==> config.mk <==
export PLATFORM = sky130hd
export DESIGN_NAME = regfile_writeback
export DESIGN_NICKNAME = d
export VERILOG_FILES = /design/src/rtl/ev22_pkg.sv /design/src/rtl/regfile_writeback_fifo.sv /design/src/rtl/regfile_writeback.sv
export SDC_FILE = /design/constraint.sdc
export NUM_CORES = 1
export LEC_CHECK = 0
export CORE_ASPECT_RATIO = 1.1
export CORE_UTILIZATION = 48
export CTS_CLUSTER_SIZE = 24
export DETAILED_ROUTE_END_ITERATION = 16
export GPL_TIMING_DRIVEN = 0
export HOLD_SLACK_MARGIN = 0.08
export PLACE_DENSITY = 0.76
export SYNTH_ARGS = -nofsm -noshare
export SYNTH_HDL_FRONTEND = slang
export SYNTH_SLANG_ARGS = --single-unit
==> constraint.sdc <==
create_clock -name clk -period 2.1 [get_ports clk]
set_clock_uncertainty 0.1 [all_clocks]
set_input_delay 0.42 -clock clk [delete_from_list [all_inputs] [get_ports clk]]
set_output_delay 0.42 -clock clk [all_outputs]
set_load 0.03 [all_outputs]
==> src/rtl/ev22_pkg.sv <==
// Shared EV22 register-bank definitions: select/data widths, scratch slot and write request type.
package ev22_pkg;

    localparam int unsigned REG_SEL_W     = 6;
    localparam int unsigned DATA_W        = 16;
    localparam int unsigned NUM_ARCH_REGS = 32;
    localparam int unsigned ARCH_IDX_W    = $clog2(NUM_ARCH_REGS);

    localparam logic [REG_SEL_W-1:0] SCRATCH_SEL = 6'd34;

    typedef struct packed {
        logic [REG_SEL_W-1:0] sel;
        logic [DATA_W-1:0]    data;
    } wb_req_t;

    function automatic logic is_arch_sel(input logic [REG_SEL_W-1:0] sel);
        return sel < REG_SEL_W'(NUM_ARCH_REGS);
    endfunction

endpackage

==> src/rtl/regfile_writeback_fifo.sv <==
// wb_fifo: synchronous FIFO of write-back requests; pointers carry one extra wrap bit.
module wb_fifo
    import ev22_pkg::*;
#(
    parameter int unsigned DEPTH = 4
) (
    input  logic    clk,
    input  logic    nreset,
    input  logic    push,
    input  wb_req_t push_req,
    input  logic    pop,
    output logic    full,
    output logic    empty,
    output wb_req_t head
);

    localparam int unsigned IDX_W = $clog2(DEPTH);
    localparam int unsigned PTR_W = IDX_W + 1;

    logic [PTR_W-1:0] wr_ptr_q, wr_ptr_d;
    logic [PTR_W-1:0] rd_ptr_q, rd_ptr_d;
    wb_req_t          mem_q [DEPTH];
    wb_req_t          mem_d [DEPTH];

    // Same index with differing wrap bits means the writer is a full lap ahead.
    always_comb begin
        full  = (wr_ptr_q[PTR_W-1] != rd_ptr_q[PTR_W-1]) &&
                (wr_ptr_q[IDX_W-1:0] == rd_ptr_q[IDX_W-1:0]);
        empty = (wr_ptr_q == rd_ptr_q);
        head  = mem_q[rd_ptr_q[IDX_W-1:0]];
    end

    always_comb begin
        mem_d    = mem_q;
        wr_ptr_d = wr_ptr_q;
        rd_ptr_d = rd_ptr_q;
        if (push && !full) begin
            mem_d[wr_ptr_q[IDX_W-1:0]] = push_req;
            wr_ptr_d                   = wr_ptr_q + PTR_W'(1);
        end
        if (pop && !empty) begin
            rd_ptr_d = rd_ptr_q + PTR_W'(1);
        end
    end

    always_ff @(posedge clk or negedge nreset) begin
        if (!nreset) begin
            wr_ptr_q <= '0;
            rd_ptr_q <= '0;
            for (int unsigned i = 0; i < DEPTH; i++) begin
                mem_q[i] <= '0;
            end
        end else begin
            wr_ptr_q <= wr_ptr_d;
            rd_ptr_q <= rd_ptr_d;
            mem_q    <= mem_d;
        end
    end

endmodule

==> src/rtl/regfile_writeback.sv <==
// Write-back sequencer for the EV22 bank write port: load FIFO, ALU/load arbitration, pending scoreboard.
// Optional WB_BYPASS_EN adds combinational forwarding of the value currently on Sel_C/Data_C.
module regfile_writeback
    import ev22_pkg::*;
#(
    parameter int unsigned          LOAD_DEPTH = 4,
    parameter logic [REG_SEL_W-1:0] IDLE_SEL   = SCRATCH_SEL
) (
    input  logic                     clk,
    input  logic                     nreset,
    input  logic                     alu_valid,
    input  logic [REG_SEL_W-1:0]     alu_sel,
    input  logic [DATA_W-1:0]        alu_data,
    output logic                     alu_ready,
    input  logic                     mem_valid,
    input  logic [REG_SEL_W-1:0]     mem_sel,
    input  logic [DATA_W-1:0]        mem_data,
    output logic                     mem_ready,
    input  logic                     issue_valid,
    input  logic [REG_SEL_W-1:0]     issue_sel,
    output logic [NUM_ARCH_REGS-1:0] pending,
    output logic [REG_SEL_W-1:0]     Sel_C,
    output logic [DATA_W-1:0]        Data_C
`ifdef WB_BYPASS_EN
    ,
    input  logic [4:0]               rd_sel_a,
    input  logic [REG_SEL_W-1:0]     rd_sel_b,
    output logic                     fwd_a_hit,
    output logic                     fwd_b_hit,
    output logic [DATA_W-1:0]        fwd_data
`endif
);

    logic    fifo_full, fifo_empty;
    logic    fifo_push, fifo_pop;
    logic    grant_alu, grant_fifo;
    wb_req_t fifo_head, mem_req, win_req;

    logic [REG_SEL_W-1:0]     sel_c_q, sel_c_d;
    logic [DATA_W-1:0]        data_c_q, data_c_d;
    logic [NUM_ARCH_REGS-1:0] pending_q, pending_d;

    assign mem_req = '{sel: mem_sel, data: mem_data};

    wb_fifo #(
        .DEPTH (LOAD_DEPTH)
    ) u_load_fifo (
        .clk      (clk),
        .nreset   (nreset),
        .push     (fifo_push),
        .push_req (mem_req),
        .pop      (fifo_pop),
        .full     (fifo_full),
        .empty    (fifo_empty),
        .head     (fifo_head)
    );

    // A full FIFO pre-empts the ALU so loads can never be starved indefinitely.
    always_comb begin
        grant_fifo = fifo_full || (!alu_valid && !fifo_empty);
        grant_alu  = alu_valid && !fifo_full;
        alu_ready  = grant_alu;
        mem_ready  = !fifo_full;
        fifo_push  = mem_valid && !fifo_full;
        fifo_pop   = grant_fifo;

        win_req = '{sel: IDLE_SEL, data: '0};
        if (grant_fifo) begin
            win_req = fifo_head;
        end else if (grant_alu) begin
            win_req = '{sel: alu_sel, data: alu_data};
        end
        sel_c_d  = win_req.sel;
        data_c_d = win_req.data;
    end

    // Clear first, then set, so an issue on the retiring edge keeps the bit.
    always_comb begin
        pending_d = pending_q;
        if ((grant_fifo || grant_alu) && is_arch_sel(win_req.sel)) begin
            pending_d[win_req.sel[ARCH_IDX_W-1:0]] = 1'b0;
        end
        if (issue_valid && is_arch_sel(issue_sel)) begin
            pending_d[issue_sel[ARCH_IDX_W-1:0]] = 1'b1;
        end
    end

    always_ff @(posedge clk or negedge nreset) begin
        if (!nreset) begin
            sel_c_q   <= IDLE_SEL;
            data_c_q  <= '0;
            pending_q <= '0;
        end else begin
            sel_c_q   <= sel_c_d;
            data_c_q  <= data_c_d;
            pending_q <= pending_d;
        end
    end

    assign Sel_C   = sel_c_q;
    assign Data_C  = data_c_q;
    assign pending = pending_q;

`ifdef WB_BYPASS_EN
    always_comb begin
        fwd_a_hit = ({1'b0, rd_sel_a} == sel_c_q) && (sel_c_q != IDLE_SEL);
        fwd_b_hit = (rd_sel_b == sel_c_q) && (sel_c_q != IDLE_SEL);
        fwd_data  = data_c_q;
    end
`endif

endmodule

==> impl_metrics.csv <==
group,metric,value,unit
detailed_routing,postRouteAntennaNets,0,
place,dp_hpwl,10.1,mm
floorplanning,ios,111,
detailed_routing,first_iter_violations,312,
grt,groute.usage.overall,25.1,%
sta,fin_ws,-0.295,ns
worst_setup_path,startpoint_type,"flip-flop",
power_and_ir_drop,switchingPower,7.02,mW
yosys,syn_inst,500,
sta,fin_crit_sh,114,%
power_and_ir_drop,seqPwrFrac,27.7,%
detailed_routing,drc,0,
power_and_ir_drop,p_clk_share,14.7,%
grt,grt_overflow_total,0,
sta,tns,-9.75,ns
floorplanning,num_rows,44,
sta,slew_headroom,64.2,%
yosys,yosysTopAreaCellShare,55.4,%
sta,post-route-min-period,2.39,ns
detailed_routing,wire_per_inst,20.6,µm
place,gp_congestion,0.870,
worst_hold_path,hold_class,"reg2reg",
place,portBuffers,110,
yosys,synth.distinct_cells,44,
clock_tree,numCtsBuffers,17,
clock_tree,clk_pin_slew,0.06,ns
job,cap_violations,0,
floorplanning,die_height,125,µm
layout,final_area,9560,µm²
layout,diodes,0,
sta,maxSlewViolCount,0,
clock_tree,clockBufferDepth,2,
grt,grt_pass1_vias,5205,
worst_setup_path,crit_path_frequent_cell,"buf_8",
worst_setup_path,critPathKind,"reg2out",
yosys,synth.most_common_cell,"dfrtp_1",
detailed_routing,vias,4914,
clock_tree,clk_root_buffer_cell,"clkbuf_16",
clock_tree,clk_latency,0.42,ns
sta,rsz0062_at_grt,"yes",
yosys,synth_edf_count,0,
grt,grt_max_degree,93,
outcome,outcome,"complete, but fails checks",
yosys,synth_flop_cell,"dfrtp_1",
sta,setup_viol,94,
yosys,synth.yosys.seq_area_share,56.2,%
clock_tree,cts_tree,"built",
yosys,async_flop_share,100,%
yosys,syn-cell-area,6600,µm²
floorplanning,initial_core_util,49.5,%
yosys,syn_nets,560,
layout,layout-drive-gt1-share,36.7,%
yosys,yosys-top-cells-area,"dfrtp_1, mux2_2, mux4_2, nor2_1, mux2_1",
layout,fillers,884,
worst_setup_path,critPathMaxFanout,3,
place,place_area,8020,µm²
power_and_ir_drop,power_density,1920,nW/µm²
worst_setup_path,path_cells,"buf_6, xnor2_4, and3_4, inv_6, nand2_4, inv_4, buf_8, clkbuf_16, buf_8",
worst_setup_path,endpoint_kind,"output pin",
worst_setup_path,max_stage_delay,0.40,ns
yosys,yosys_warnings,0,
floorplanning,die_area,14200,µm²
detailed_routing,detailedRoute.firstPassIterationCount,5,
yosys,yosys.area.top_type,"dfrtp_1",
worst_setup_path,critPathSlowestCell,"dfrtp_1",
layout,area_growth,44.9,%
clock_tree,cts_sinks,148,
power_and_ir_drop,leakagePower,4.04,nW
power_and_ir_drop,switching_share,38.3,%
detailed_routing,routed_wl,18.0,mm
worst_setup_path,cp.arrival,1.87,ns
yosys,synth_seq_cells,148,
worst_setup_path,required,1.58,ns
floorplanning,core,13300,µm²
power_and_ir_drop,vdd_drop_max,0.740,mV
layout,nNetsFinal,742,
floorplanning,die_w,114,µm
power_and_ir_drop,p_int,11.3,mW
clock_tree,cts_max_level,4,
grt,grt_pass1_wl,27.0,mm
yosys,yosys-top-cells-count,"dfrtp_1, nor2_1, mux2_2",
sta,hold_violations,0,
sta,maxClockFrequency,418,MHz
power_and_ir_drop,combPwrFrac,57.6,%
yosys,synth.avg_cell_area,13.2,µm²
detailed_routing,vias_per_cell,5.60,
grt,antenna_found_initial,1,
sta,tightest_slew,0.538,ns
outcome,violations,"setup timing",
==> final cells by class <==
| type | count | area, µm² | share of cell area [%] |
|---|---|---|---|
| sequential | 148 | 3710 | 38.8 |
| multi-input combinational | 321 | 3020 | 31.6 |
| timing repair buffer | 166 | 1760 | 18.4 |
| clock buffer | 25 | 485 | 5.08 |
| buffer | 20 | 267 | 2.79 |
| tap | 184 | 230 | 2.41 |
| inverter | 8 | 57.6 | 0.602 |
| clock inverter | 5 | 27.5 | 0.288 |
==> per-stage QoR <==
step	utilization, %	hold WS, ns	std cells	setup slack [ns]	power, mW
2_1_floorplan	-	0.0244	500	-0.0375	10.3
3_3_place_gp	60.0	0.368	794	-5.02	12.4
3_5_place_dp	60.2	0.316	795	-0.752	12.7
6_report	71.7	0.383	877	-0.295	18.3
4_1_cts	68.9	0.389	861	-0.301	16.9
5_1_grt	71.7	0.408	877	-0.363	19.2
==> what timing repair did <==
item                                   in CTS  in global routing
gates cloned                                2                  1
resized for setup                          71                 48
endpoints found under the hold margin      54                  0
pin swaps                                  19                 22
setup buffers                              35                 18
setup endpoints to repair                 134                126
hold buffers                                1                  0
==> power by group through the flow <==
stage / Sequential [mW] / Combinational (mW) / Clock, mW
2_1_floorplan: 5.83 / 4.43 / 0
4_1_cts: 5.01 / 9.20 / 2.70
3_5_place_dp: 5.06 / 7.60 / 0
6_report: 5.08 / 10.6 / 2.69
3_3_place_gp: 4.97 / 7.40 / 0
5_1_grt: 5.22 / 11.1 / 2.85
==> cell families after synthesis <==
kind of cell | synth area share (%)
DFF | 56.2
and+or+nand+nor | 9.79
muxes | 22.5
AOI/OAI and AO/OA | 6.98
buffers and inverters | 2.66
xor gates and xnor gates | 0.930
adders and majority gates | 0.949
==> registers in the layout (all words and copies together) (netlist names) <==
register,count
Sel_C,6
u_load_fifo.mem_q,88
u_load_fifo.wr_ptr_q,3
Data_C,16
u_load_fifo.rd_ptr_q,3
pending,32
==> cell usage in the layout (no fill, tap or decap), types with 16 or more instances in the layout <==
cell type	instances
dfrtp_1	145
clkdlybuf4s50_1	105
nor2_1	96
mux2_2	74
buf_4	27
buf_6	25
mux4_2	20
a31oi_1	19
clkbuf_16	19
a22o_1	16
mux2_1	16
==> path summary, 6_finish.rpt <==
kind                                    startpoint                    end  slack [ns]  cells past startpoint
hold / removal               u_load_fifo.mem_q[22]  u_load_fifo.mem_q[22]        0.38                      1
min in group asynchronous                   nreset            pending[17]        0.44                      2
max in group asynchronous                   nreset            pending[15]        0.62                      3
setup / recovery           u_load_fifo.rd_ptr_q[1]              alu_ready       -0.29                      9
hold reg to reg              u_load_fifo.mem_q[22]  u_load_fifo.mem_q[22]        0.38                      1
setup reg to reg           u_load_fifo.rd_ptr_q[1]            pending[29]       -0.28                     11
==> critical path, delay by kind of cell (launching register included) <==
kind          cells  cell delay, ns
buf+inv           6            0.62
simple gates      2            0.31
flops             1            0.40
xor+xnor          1            0.13
==> metal layers <==
layer	up-vias	track usage [%]	wire [µm]
met4	2	11.7	1000
met1	2446	30.0	6840
met3	88	5.57	1020
li1	2156	-	-
met5	-	0	13
met2	222	42.9	9160
Power figures use the tool's default switching activity.
